--- src/rtl/led_seq_pkg.sv ---
// Shared types and constants for the LED sequencer.
package led_seq_pkg;

    typedef enum logic [1:0] {
        ST_IDLE   = 2'd0,
        ST_UP     = 2'd1,
        ST_DOWN   = 2'd2,
        ST_PAUSED = 2'd3
    } state_e;

    localparam int MODE_PINGPONG = 0;
    localparam int MODE_UPWRAP   = 1;
    localparam int MODE_DOWNWRAP = 2;

    localparam int RND_W = 16;

    // Bits needed to hold a prescale count of 0..max(up_div, down_div)-1.
    function automatic int cnt_width(input int up_div, input int down_div);
        int m;
        m = (up_div > down_div) ? up_div : down_div;
        return (m > 1) ? $clog2(m) : 1;
    endfunction

endpackage

--- src/rtl/led_sequencer_tick_gen.sv ---
// Prescaler: counts enabled cycles up to a run-time terminal value, then wraps.
module tick_gen #(
    parameter int CNT_W = 8
) (
    input  logic             clk,
    input  logic             rst,
    input  logic             en,
    input  logic             clr,
    input  logic [CNT_W-1:0] term,
    output logic             tick
);

    logic [CNT_W-1:0] cnt_q, cnt_d;

    // A tick only counts when enabled; a disabled counter parked on its
    // terminal value fires on the first enabled cycle afterwards.
    assign tick = en && (cnt_q == term);

    // Next count: clear wins, otherwise advance or wrap when enabled.
    always_comb begin
        cnt_d = cnt_q;
        if (clr) begin
            cnt_d = '0;
        end else if (en) begin
            cnt_d = tick ? '0 : cnt_q + CNT_W'(1);
        end
    end

    // Count register.
    always_ff @(posedge clk or posedge rst) begin
        if (rst) cnt_q <= '0;
        else     cnt_q <= cnt_d;
    end

endmodule

--- src/rtl/led_sequencer.sv ---
// Up/down LED counter with ping-pong or wrap modes, pause, and round limit.
module led_sequencer
    import led_seq_pkg::*;
#(
    parameter int WIDTH    = 4,
    parameter int UP_DIV   = 2000000,
    parameter int DOWN_DIV = 6000000,
    parameter int MODE     = 0,
    parameter int ROUNDS   = 1
) (
    input  logic             clk,
    input  logic             rst,
    input  logic             go,
    input  logic             pause,
    output logic [WIDTH-1:0] value,
    output logic             dir,
    output logic             busy,
    output logic             paused,
    output logic             done
);

    localparam int CNT_W = cnt_width(UP_DIV, DOWN_DIV);
    localparam logic [WIDTH-1:0] VAL_MAX    = {WIDTH{1'b1}};
    localparam logic [WIDTH-1:0] VAL_MAX_M1 = VAL_MAX - 1'b1;
    localparam logic [WIDTH-1:0] VAL_ONE    = WIDTH'(1);

    state_e           state_q, state_d;
    logic [WIDTH-1:0] value_q, value_d;
    logic [RND_W-1:0] rnd_q, rnd_d, rnd_inc;
    logic             saved_up_q, saved_up_d;
    logic             done_q, done_d;
    logic             round_end;
    logic             dir_chg;
    logic             tick_en, tick_clr, tick;
    logic [CNT_W-1:0] tick_term;

    // Prescaler runs only while actively stepping; a pause pulse freezes it.
    assign tick_en   = ((state_q == ST_UP) || (state_q == ST_DOWN)) && !pause;
    assign dir_chg   = ((state_q == ST_UP)   && (state_d == ST_DOWN)) ||
                       ((state_q == ST_DOWN) && (state_d == ST_UP));
    assign tick_clr  = (state_q == ST_IDLE) || dir_chg;
    assign tick_term = dir ? CNT_W'(UP_DIV - 1) : CNT_W'(DOWN_DIV - 1);
    assign rnd_inc   = (rnd_q == {RND_W{1'b1}}) ? rnd_q : rnd_q + RND_W'(1);

    tick_gen #(.CNT_W(CNT_W)) u_tick_gen (
        .clk  (clk),
        .rst  (rst),
        .en   (tick_en),
        .clr  (tick_clr),
        .term (tick_term),
        .tick (tick)
    );

    // State and registered outputs.
    always_ff @(posedge clk or posedge rst) begin
        if (rst) begin
            state_q    <= ST_IDLE;
            value_q    <= '0;
            rnd_q      <= '0;
            saved_up_q <= 1'b1;
            done_q     <= 1'b0;
        end else begin
            state_q    <= state_d;
            value_q    <= value_d;
            rnd_q      <= rnd_d;
            saved_up_q <= saved_up_d;
            done_q     <= done_d;
        end
    end

    // Next state, value stepping and round bookkeeping.
    always_comb begin
        state_d    = state_q;
        value_d    = value_q;
        rnd_d      = rnd_q;
        saved_up_d = saved_up_q;
        done_d     = 1'b0;
        round_end  = 1'b0;
        case (state_q)
            ST_IDLE: begin
                if (go) begin
                    rnd_d = '0;
                    if (MODE == MODE_DOWNWRAP) begin
                        state_d = ST_DOWN;
                        value_d = VAL_MAX;
                    end else begin
                        state_d = ST_UP;
                        value_d = '0;
                    end
                end
            end
            ST_UP: begin
                if (pause) begin
                    state_d    = ST_PAUSED;
                    saved_up_d = 1'b1;
                end else if (tick) begin
                    if (value_q != VAL_MAX) begin
                        value_d = value_q + VAL_ONE;
                    end else if (MODE == MODE_PINGPONG) begin
                        state_d = ST_DOWN;
                        value_d = VAL_MAX_M1;
                    end else begin
                        round_end = 1'b1;
                    end
                end
            end
            ST_DOWN: begin
                if (pause) begin
                    state_d    = ST_PAUSED;
                    saved_up_d = 1'b0;
                end else if (tick) begin
                    if (value_q != '0) begin
                        value_d = value_q - VAL_ONE;
                    end else begin
                        round_end = 1'b1;
                    end
                end
            end
            ST_PAUSED: begin
                if (pause) state_d = saved_up_q ? ST_UP : ST_DOWN;
            end
            default: state_d = ST_IDLE;
        endcase

        // Round end: finish after the last round, otherwise restart the sweep.
        if (round_end) begin
            rnd_d = rnd_inc;
            if ((ROUNDS != 0) && (rnd_inc == RND_W'(ROUNDS))) begin
                state_d = ST_IDLE;
                value_d = '0;
                done_d  = 1'b1;
            end else if (MODE == MODE_PINGPONG) begin
                state_d = ST_UP;
                value_d = VAL_ONE;
            end else if (MODE == MODE_UPWRAP) begin
                state_d = ST_UP;
                value_d = '0;
            end else begin
                state_d = ST_DOWN;
                value_d = VAL_MAX;
            end
        end
    end

    // Status outputs decoded from state.
    always_comb begin
        busy   = (state_q != ST_IDLE);
        paused = (state_q == ST_PAUSED);
        case (state_q)
            ST_DOWN:   dir = 1'b0;
            ST_PAUSED: dir = saved_up_q;
            default:   dir = 1'b1;
        endcase
    end

    assign value = value_q;
    assign done  = done_q;

endmodule

--- config.mk ---
export PLATFORM = sky130hd
export DESIGN_NAME = led_sequencer
export DESIGN_NICKNAME = d
export VERILOG_FILES = /design/src/rtl/led_seq_pkg.sv /design/src/rtl/led_sequencer_tick_gen.sv /design/src/rtl/led_sequencer.sv
export SDC_FILE = /design/constraint.sdc
export NUM_CORES = 1
export LEC_CHECK = 0
export ABC_AREA = 1
export BUFFER_PORTS_ARGS = -buffer_cell sky130_fd_sc_hd__buf_2
export CAP_MARGIN = 20
export CORE_ASPECT_RATIO = 0.7
export CORE_UTILIZATION = 35
export DETAILED_ROUTE_END_ITERATION = 6
export SKIP_LAST_GASP = 1
export SYNTH_ARGS = -nofsm -noshare
export SYNTH_HDL_FRONTEND = slang
export SYNTH_HIERARCHICAL = 1
export SYNTH_SLANG_ARGS = --single-unit
--- constraint.sdc ---
create_clock -name clk -period 9.84 [get_ports clk]
set_input_delay 1.968 -clock clk [delete_from_list [all_inputs] [get_ports clk]]
set_output_delay 1.968 -clock clk [all_outputs]
set_load 0.02 [all_outputs]
==> reports/metrics.cfg <==
[worst_setup_path]
critPathTopFamily = simple AND/OR/NAND/NOR gates
path_class = primary input to flop
cp_slowest_cell = nand4_1
path_buf_inv = 5
crit_arrival_ns = 5.44
crit_required_ns = 10.07
cp-end-kind = flop
critPathLaunchType = primary input
critPathMaxFanout = 24
crit_top_cell = nor2_1
cp_cell_sequence = buf_2 -> nor2_1 -> nand2_1 -> nor2_1 -> nand2_1 -> nor2_1 -> nand3_1 -> nor2_1 -> nand4_1 -> nand2_2 -> inv_1 -> o211ai_1 -> inv_2 -> nor2_1 -> nand3_1 -> nand3_2 -> nor2_1 -> buf_4 -> nor2_2 -> buf_4 -> o21ai_0 -> a21oi_1 -> nand2_1 -> nand2_1
slowest_delay_ns = 0.41

[logic_synthesis]
ys_seq_area_frac = 0.2912
ys_ff_latch = 47
syn_area_sq_um = 4043
syn-instance-count = 655
synth.distinct_cells = 32
ys_warn_count = 6
synth_area_per_cell_sq_um = 6.172

[sta]
period_share = 0.5293
layout_min_cycle_time_ns = 5.208
tns_ns = 0
max_clock_freq_mhz = 192.0
hold_viol_final = 0
rsz0062_at_grt = false
slew-limit-headroom = 0.3841
fin_skew_ns = 0.004088
setup_viol = 0
maxSlewViolCount = 0
worst_pin_slew_ns = 0.9228

[place]
dp_cells = 842
place.gp.congestion = 0.9011
dp_hpwl_microns = 8065
io_buffers = 11

[cells_and_area]
synthToLayoutAreaGrowth_pct = 11.98
nNetsFinal = 710
fill_cells = 1217
instances_no_fill = 851
layout_commonest_cell = nand2_1
final_cell_mix = 234 x nand2_1, 91 x inv_1, 70 x nor2_1
drive_gt1_frac = 0.1132
num_antenna_cells = 0

[power]
leakage_uw = 0.002385
powerDensity_nw_per_um2 = 180.8
peakVddDrop_uv = 146.7

[grt]
grt_max_degree = 25
gr-usage-all-layers = 0.1911
use_met3 = 0.02975
use_met2 = 0.2575
grt_use_met1 = 0.3084
grt_pass1_wl_microns = 17710
antenna_found_initial = 0
busiest_layer = met1
grt_pass1_vias = 3620
grt_overflow_total = 0

[clock_tree]
cts_buffers = 5
h-tree-depth = 2
clockBufferDepth = 2
hold_buffers = 0
path_clk_slew_ns = 0.06
clock-root-buffer = clkbuf_16
cts_tree = built
worstSkewPairLatency_ns = 0.29
cts_setup_buffers = 0
cts_resized = 0
numClockSinks = 47

[die]
die_h_microns = 91.92
fp.dieArea_sq_um = 11990
rows = 32
initial_core_util = 0.3632
fp.coreArea_sq_um = 11130
die_width_microns = 130.5
pin_count = 12

[drt]
routedWlPerCell_microns = 12.25
first_iter_violations = 299
via_per_inst = 4.647
totalWireLength_microns = 10420
drtAntennaViolNets = 0
vias = 3955
drc = 0
dr.pass1.iters = 4

[flow_run]
maxCapViolCount = 0

[run_status]
outcome = completed

[min_path]
hp-class = flop to flop

## cell usage after synthesis
master	n	area [sq um]
nand2_1	234	878.3
inv_1	91	341.6
nor2_1	71	266.5
nand3_1	54	270.3
dfrtp_1	46	1151
o21ai_0	22	110.1
xor2_1	14	122.6
inv_2	13	48.80
nand4_1	11	68.82
nand2_2	10	62.56
nand3_2	10	100.1
ha_1	9	112.6
nor2_2	9	56.30
nor2_4	9	101.4
a21oi_1	8	40.04
buf_2	7	35.03
o22ai_1	7	43.79
nor3_1	6	30.03
clkbuf_1	4	15.01
buf_6	2	22.52
clkinv_4	2	17.52
conb_1	2	7.510
nand2_4	2	22.52
o2111ai_1	2	17.52
o211ai_1	2	15.01
o21ai_1	2	10.01
a22o_1	1	8.760
dfstp_2	1	26.28
nand3_4	1	17.52
nand3b_1	1	7.510
or2_2	1	6.260
xnor2_1	1	8.760
## area by class of cell
type                            count  area, sq um  area share
Multi-Input combinational cell    523         2515      0.5556
Sequential cell                    47         1177      0.2601
Inverter                          106        407.9     0.09011
Tap cell                          153        191.4     0.04229
Clock buffer                        7        132.6     0.02930
Timing Repair Buffer               14        97.59     0.02156
Clock inverter                      1        5.005    0.001106
## path summary, 6_finish.rpt
| path | startpoint | endpoint | slack, ns | depth (start not counted) |
|---|---|---|---|---|
| max | pause | u_tick_gen/cnt_q[4]$_DFFE_PP0P_ | 4.63 | 24 |
| min | saved_up_q$_DFFE_PP1P_ | saved_up_q$_DFFE_PP1P_ | 0.56 | 2 |
| max reg2reg | state_q[0]$_DFF_PP0_ | u_tick_gen/cnt_q[4]$_DFFE_PP0P_ | 5.06 | 25 |
| min reg2reg | saved_up_q$_DFFE_PP1P_ | saved_up_q$_DFFE_PP1P_ | 0.56 | 2 |
| max in group asynchronous | rst | u_tick_gen/cnt_q[6]$_DFFE_PP0P_ | 7.39 | 2 |
| min in group asynchronous | rst | rnd_q[11]$_DFFE_PP0P_ | 1.61 | 2 |
## sequential cells by signal, indices dropped and copies added, names as in the netlist
signal            cells
done                  1
state_q               2
saved_up_q            1
value                 4
rnd_q                16
u_tick_gen/cnt_q     23
## power by group
group	total [uW]	switching (uW)	internal, uW
combinational	401	280	121
clock	167	72.6	94.1
sequential	251	33.0	218
## worst register-to-register path, cell delays in order, from the launching register on
cell,delay (ns)
dfrtp_1,0.40
inv_1,0.09
ha_1,0.32
a21oi_1,0.36
inv_1,0.24
nand2_1,0.12
nand2_1,0.13
nor3_1,0.25
nand3_1,0.10
nor2_1,0.18
nand4_1,0.41
nand2_2,0.42
inv_1,0.15
o211ai_1,0.15
inv_2,0.06
nor2_1,0.09
nand3_1,0.09
nand3_2,0.10
nor2_1,0.05
buf_4,0.22
nor2_2,0.10
buf_4,0.30
o21ai_0,0.14
a21oi_1,0.13
nand2_1,0.06
nand2_1,0.07
## through the flow
stage / hold WS [ns] / power, uW / setup slack, ns / cell area, sq um / util
5_1_grt: 0.5796 / 884.8 / 4.295 / 4527 / 0.4067
2_1_floorplan: 0.4863 / 544.3 / 5.600 / 4170 / -
4_1_cts: 0.5608 / 815.5 / 4.648 / 4499 / 0.4042
3_5_place_dp: 0.5489 / 646.8 / 4.351 / 4362 / 0.3919
6_report: 0.5575 / 818.3 / 4.632 / 4527 / 0.4067
3_3_place_gp: 0.5470 / 640.7 / 4.458 / 4362 / 0.3919
## routing by layer
metal / wire length (microns) / part of all wire
met1: 5669 / 0.54
met2: 4110 / 0.39
met3: 530 / 0.051
met4: 112 / 0.011
met5: 0 / 0
## cells by family after synthesis
logic type | synth area share
buffers and inverters | 0.1188
AOI/OAI and AO/OA | 0.06066
xor gates and xnor gates | 0.03250
and+or+nand+nor | 0.4670
DFF | 0.2912
other | 0.001858
adders and majority gates | 0.02786
Power figures use the tool's default switching activity.
